===== config.mk =====
export PLATFORM = sky130hd
export DESIGN_NAME = neuron_multilane
export DESIGN_NICKNAME = d
export VERILOG_FILES = /design/src/rtl/neuron_multilane_pkg.sv /design/src/rtl/neuron_multilane_activation.sv /design/src/rtl/neuron_multilane.sv
export SDC_FILE = /design/constraint.sdc
export NUM_CORES = 2
export LEC_CHECK = 0
export CAP_MARGIN = 20
export CORE_MARGIN = 2
export CORE_UTILIZATION = 45
export CTS_CLUSTER_DIAMETER = 200
export DETAILED_ROUTE_END_ITERATION = 10
export GPL_ROUTABILITY_DRIVEN = 0
export SYNTH_ARGS = -nofsm -noshare
export SYNTH_HDL_FRONTEND = slang
export SYNTH_HIERARCHICAL = 1
export SYNTH_SLANG_ARGS = --single-unit

===== constraint.sdc =====
create_clock -name clock -period 29.2 [get_ports clock]
set_clock_uncertainty 0.15 [all_clocks]
set_input_delay 5.84 -clock clock [delete_from_list [all_inputs] [get_ports clock]]
set_output_delay 5.84 -clock clock [all_outputs]
set_load 0.005 [all_outputs]

===== src/rtl/neuron_multilane_pkg.sv =====
// rtl/neuron_multilane_pkg.sv - fixed-point types and constants shared by neuron blocks
package neuron_multilane_pkg;

  localparam int INTEGRAL_WIDTH = 8;
  localparam int FRACTION_WIDTH = 8;
  localparam int FIXED_WIDTH    = INTEGRAL_WIDTH + FRACTION_WIDTH;

  // Signed two's-complement value; integral carries the sign.
  typedef struct packed {
    logic signed [INTEGRAL_WIDTH-1:0] integral;
    logic        [FRACTION_WIDTH-1:0] fraction;
  } fixed_point;

  typedef enum logic [1:0] {
    IDENTITY   = 2'd0,
    RELU       = 2'd1,
    LEAKY_RELU = 2'd2
  } activation_type;

  localparam logic [FIXED_WIDTH-1:0] FIXED_MAX = 16'h7FFF;
  localparam logic [FIXED_WIDTH-1:0] FIXED_MIN = 16'h8000;
  localparam int                     LEAKY_SHIFT = 3;

endpackage


===== src/rtl/neuron_multilane_activation.sv =====
// rtl/neuron_multilane_activation.sv - saturate a wide signed value to fixed_point and apply activation
//
// Ports:
//   value  : wide signed value already aligned to fixed_point scaling (fraction LSB at bit 0)
//   result : saturated value after the selected activation
module activation_unit
  import neuron_multilane_pkg::*;
#(
  parameter int             IN_W       = 32,
  parameter activation_type ACTIVATION = RELU
) (
  input  logic [IN_W-1:0]        value,
  output logic [FIXED_WIDTH-1:0] result
);

  logic                          overflow;
  logic signed [FIXED_WIDTH-1:0] sat;
  logic signed [FIXED_WIDTH-1:0] leaky;

  always_comb begin
    // Fits in FIXED_WIDTH only if every bit above the target sign bit copies the sign.
    overflow = (value[IN_W-1:FIXED_WIDTH-1] != {(IN_W-FIXED_WIDTH+1){value[IN_W-1]}});
    if (overflow) begin
      sat = value[IN_W-1] ? FIXED_MIN : FIXED_MAX;
    end else begin
      sat = value[FIXED_WIDTH-1:0];
    end
    leaky = sat >>> LEAKY_SHIFT;
    case (ACTIVATION)
      RELU:       result = sat[FIXED_WIDTH-1] ? '0 : sat;
      LEAKY_RELU: result = sat[FIXED_WIDTH-1] ? leaky : sat;
      default:    result = sat;
    endcase
  end

endmodule


===== src/rtl/neuron_multilane.sv =====
// rtl/neuron_multilane.sv - time-multiplexed multi-lane fixed-point neuron
//
// Ports:
//   clock, reset   : rising-edge clock, synchronous active-high reset
//   inputs_ready   : start strobe; operands sampled when idle or done
//   inputs/weights : NUM_INPUTS packed fixed_point operands, element i at [i*16 +: 16]
//   bias           : fixed_point bias
//   busy           : run in progress (accumulate/activate)
//   output_ready   : out holds a valid result
//   out            : registered result
module neuron_multilane
  import neuron_multilane_pkg::*;
#(
  parameter int             NUM_INPUTS = 16,
  parameter int             LANES      = 4,
  parameter activation_type ACTIVATION = RELU
) (
  input  logic                              clock,
  input  logic                              reset,
  input  logic                              inputs_ready,
  input  logic [NUM_INPUTS*FIXED_WIDTH-1:0] inputs,
  input  logic [NUM_INPUTS*FIXED_WIDTH-1:0] weights,
  input  logic [FIXED_WIDTH-1:0]            bias,
  output logic                              busy,
  output logic                              output_ready,
  output logic [FIXED_WIDTH-1:0]            out
);

  localparam int W       = FIXED_WIDTH;
  localparam int CHUNKS  = (NUM_INPUTS + LANES - 1) / LANES;
  localparam int CW      = (CHUNKS > 1) ? $clog2(CHUNKS) : 1;
  localparam int ACC_W   = 2*W + $clog2(NUM_INPUTS+1) + 1;
  localparam int SHIFT_W = ACC_W - FRACTION_WIDTH;
  localparam int PAD_W   = CHUNKS*LANES*W;

  localparam logic [1:0] ST_IDLE       = 2'd0;
  localparam logic [1:0] ST_ACCUMULATE = 2'd1;
  localparam logic [1:0] ST_ACTIVATE   = 2'd2;
  localparam logic [1:0] ST_DONE       = 2'd3;

  logic [1:0]              state;
  logic [CW-1:0]           chunk;
  logic signed [ACC_W-1:0] acc;
  logic signed [ACC_W-1:0] chunk_sum;
  logic signed [2*W-1:0]   prod;
  logic [W-1:0]            act_result;
  logic                    accept;
  logic                    acc_frac_unused;

  // Operands stored chunk-major so the lane mux indexes only by chunk.
  logic signed [W-1:0] in_q [CHUNKS][LANES];
  logic signed [W-1:0] w_q  [CHUNKS][LANES];

  // Zero-padding to a whole number of chunks makes the tail lanes contribute 0.
  logic [PAD_W-1:0] in_pad;
  logic [PAD_W-1:0] w_pad;
  assign in_pad = PAD_W'(inputs);
  assign w_pad  = PAD_W'(weights);

  assign accept = inputs_ready && (state == ST_IDLE || state == ST_DONE);

  always_ff @(posedge clock) begin
    if (accept) begin
      for (int c = 0; c < CHUNKS; c++) begin
        for (int l = 0; l < LANES; l++) begin
          in_q[c][l] <= in_pad[(c*LANES+l)*W +: W];
          w_q[c][l]  <= w_pad[(c*LANES+l)*W +: W];
        end
      end
    end
  end

  always_comb begin
    chunk_sum = '0;
    prod      = '0;
    for (int l = 0; l < LANES; l++) begin
      prod      = in_q[chunk][l] * w_q[chunk][l];
      chunk_sum = chunk_sum + {{(ACC_W-2*W){prod[2*W-1]}}, prod};
    end
  end

  // Dropping the fraction bits is the arithmetic shift (floor toward -inf).
  activation_unit #(
    .IN_W       (SHIFT_W),
    .ACTIVATION (ACTIVATION)
  ) u_act (
    .value  (acc[ACC_W-1:FRACTION_WIDTH]),
    .result (act_result)
  );
  assign acc_frac_unused = ^acc[FRACTION_WIDTH-1:0];

  always_ff @(posedge clock) begin
    if (reset) begin
      state        <= ST_IDLE;
      chunk        <= '0;
      acc          <= '0;
      busy         <= 1'b0;
      output_ready <= 1'b0;
      out          <= '0;
    end else begin
      case (state)
        ST_IDLE, ST_DONE: begin
          if (inputs_ready) begin
            acc          <= ACC_W'({{(ACC_W-W){bias[W-1]}}, bias}) << FRACTION_WIDTH;
            chunk        <= '0;
            state        <= ST_ACCUMULATE;
            busy         <= 1'b1;
            output_ready <= 1'b0;
          end
        end
        ST_ACCUMULATE: begin
          acc <= acc + chunk_sum;
          if (chunk == CW'(CHUNKS-1)) begin
            state <= ST_ACTIVATE;
          end else begin
            chunk <= chunk + 1'b1;
          end
        end
        ST_ACTIVATE: begin
          out          <= act_result;
          output_ready <= 1'b1;
          busy         <= 1'b0;
          state        <= ST_DONE;
        end
        default: state <= ST_IDLE;
      endcase
    end
  end

endmodule


==> impl_metrics.env <==
export IMPL_avgRoutedWirePerCell_um=24.20
export IMPL_synthDominantCellAreaShare=0.4188
export IMPL_io_buffers=548
export IMPL_route_final_wire_length_mm=197.4
export IMPL_cts_repair_resized=0
export IMPL_synth_nets=7911
export IMPL_grt_pass1_wl_mm=292.7
export IMPL_start_util=0.4539
export IMPL_grt_usage=0.2752
export IMPL_finalCritPeriodShare=0.4288
export IMPL_setup_tns_ns=0
export IMPL_dr_first_iter_drc_count=3588
export IMPL_hold_path_class="flop to flop"
export IMPL_critPathKind="flop to flop"
export IMPL_postCtsHoldBufs=0
export IMPL_grt_pass1_vias=45700
export IMPL_gr_total_overflow=0
export IMPL_synth_cell_types=73
export IMPL_syn_to_final_growth_pct=15.30
export IMPL_cp_required_ns=29.59
export IMPL_cts_tree="yes"
export IMPL_max_cap_viol_count=0
export IMPL_vias_per_cell=5.220
export IMPL_cts_root_buffer="clkbuf_16"
export IMPL_synth_warnings=6
export IMPL_ios=549
export IMPL_drc=0
export IMPL_synth_yosys_seq_area_share=0.2582
export IMPL_syn_area_um2=64340
export IMPL_syn_area_per_cell_um2=11.25
export IMPL_core_area_um2=141800
export IMPL_synth_async_reset_ratio=0
export IMPL_max_slew_margin=0.2335
export IMPL_critPathMaxFanout=49
export IMPL_post_cts_setup_buffer_count=0
export IMPL_ys_ff_latch=574
export IMPL_synth_area_leaders="fa_1, edfxtp_1, inv_1, ha_1, nand2_1"
export IMPL_cp_common_cell="fa_1"
export IMPL_final_cell_mix="inv_1, fa_1, nand2_1"
export IMPL_reg2regPathDepth=31
export IMPL_firstDrtPassIters=6
export IMPL_die_area_um2=146000
export IMPL_antenna_found_initial=4
export IMPL_critPathLaunchType="flop"
export IMPL_htree_levels=3
export IMPL_hpwl_mm=168.0
export IMPL_cp_slowest_cell="o21ai_1"
export IMPL_vias=42590
export IMPL_synth_top_cell_by_area="fa_1"
export IMPL_grt_max_degree=180
export IMPL_drive_above_1_share=0.05681
export IMPL_status="completed"
export IMPL_numClockSinks=574
export IMPL_antenna_left=0
export IMPL_die_w_um=382.1
export IMPL_arrival_ns=12.91
export IMPL_hold_viol=0
export IMPL_worst_slew_pin_slew_ns=1.150
export IMPL_setup_violations=0
export IMPL_worst_path_largest_cell_delay_ns=0.74
export IMPL_ys_flop_type="edfxtp_1"
export IMPL_core_rowCount=138
export IMPL_syn_inst=5718
export IMPL_clkTransAtPathRegs_ns=0.06
export IMPL_period_needed_ns=12.52
export IMPL_maxSlewViolCount=0
export IMPL_clock_latency_ns=0.70
export IMPL_cp_end_kind="flop"
export IMPL_synth_edff_count=512
export IMPL_clk_path_buf_depth=3
export IMPL_final_common_cell="inv_1"
export IMPL_rsz0062_at_grt="no"
export IMPL_fmax_mhz=79.86
export IMPL_nNetsFinal=8408
export IMPL_cts_buffers=68
export IMPL_whs_path_depth=2
export IMPL_die_h_um=382.1
==> sequential cells by signal (all words and copies together), names as in the netlist, named ones only <==
name and count:
acc 38, busy 1, chunk 2, in_q 256
out 16, output_ready 1, state 2, w_q 256
==> worst paths after layout <==
| path | startpoint | endpoint | slack, ns |
|---|---|---|---|
| worst max-delay path | flop | acc[33] | 16.68 |
| worst min-delay path | acc[5] | acc[5] | 0.33 |
| worst max register to register | flop | acc[33] | 16.68 |
| worst min register to register | acc[5] | acc[5] | 0.33 |
==> cell usage after synthesis (all sizes together), types with 4 or more instances <==
master	count
ha	316
xor2	13
a21boi	5
nor3	6
mux2i	116
nand3	6
clkbuf	147
inv	1429
dfxtp	62
a21o	21
nand2b	32
nor2	517
and3	4
a22oi	8
xnor2	24
or2	27
fa	1346
edfxtp	512
mux2	88
nand2	559
nor3b	5
mux4	41
a211oi	15
o22ai	6
buf	45
o211ai	5
nand4	4
a21oi	64
o21ai	106
o21a	59
and2	56
a221oi	5
nor2b	29
==> metal layers <==
metal  part of all wire  vias up  global-route usage
li1                   -    18260                   -
met1               0.39    22110              0.3627
met2               0.48     1885              0.4528
met3              0.084      340             0.05452
met4              0.041        0              0.1002
met5                  0        -                   0
==> metrics by stage <==
stage                     area (um2)  setup slack (ns)  hold slack, ns  std cells  utilization
after global placement         72000             16.85          0.3058       8030       0.5079
after floorplan                64340             12.38          0.2862       5718            -
final                          74190             16.68          0.3299       8159       0.5233
after detailed placement       72020             16.75          0.3085       8032       0.5081
after global routing           74180             16.12          0.3344       8158       0.5233
after CTS                      74150             16.68          0.3232       8153       0.5231
==> cells by family (layout without fill, tap and decap cells) <==
group                    Yosys count  after routing  share of synthesized area
multiplexers                     245            245                    0.04780
adder cells (fa/ha/maj)         1662           1662                     0.4802
AO/OA/AOI/OAI                    322            322                    0.03267
XOR/XNOR                          37             37                   0.005036
buffers and inverters           1621           2169                    0.09540
flip-flops                       574            574                     0.2582
AND/OR/NAND/NOR                 1256           1256                    0.08056
other                              1              4                 0.00005828
==> worst max-delay path: cells and delay by family, from the launching register on <==
kind,cells,cell delay [ns]
adder cells (fa/ha/maj),11,5.47
AND/OR/NAND/NOR,2,1.01
AO/OA/AOI/OAI,9,2.16
buffers and inverters,8,2.34
flip-flops,1,0.65
multiplexers,1,0.41
==> area by class of cell <==
| cell class | count | area, um2 |
|---|---|---|
| well taps | 1890 | 2365 |
| inverters | 1429 | 5371 |
| diodes | 3 | 7.507 |
| flip-flops and latches | 574 | 16620 |
| clock buffers | 85 | 1797 |
| fillers | 12550 | 67570 |
| clock inverters | 36 | 335.3 |
| multi-input cells | 3523 | 41630 |
| repair buffers | 619 | 6062 |
Power is not shown: default switching activity piles up to over one toggle a cycle in this logic, so the estimate is an artifact.
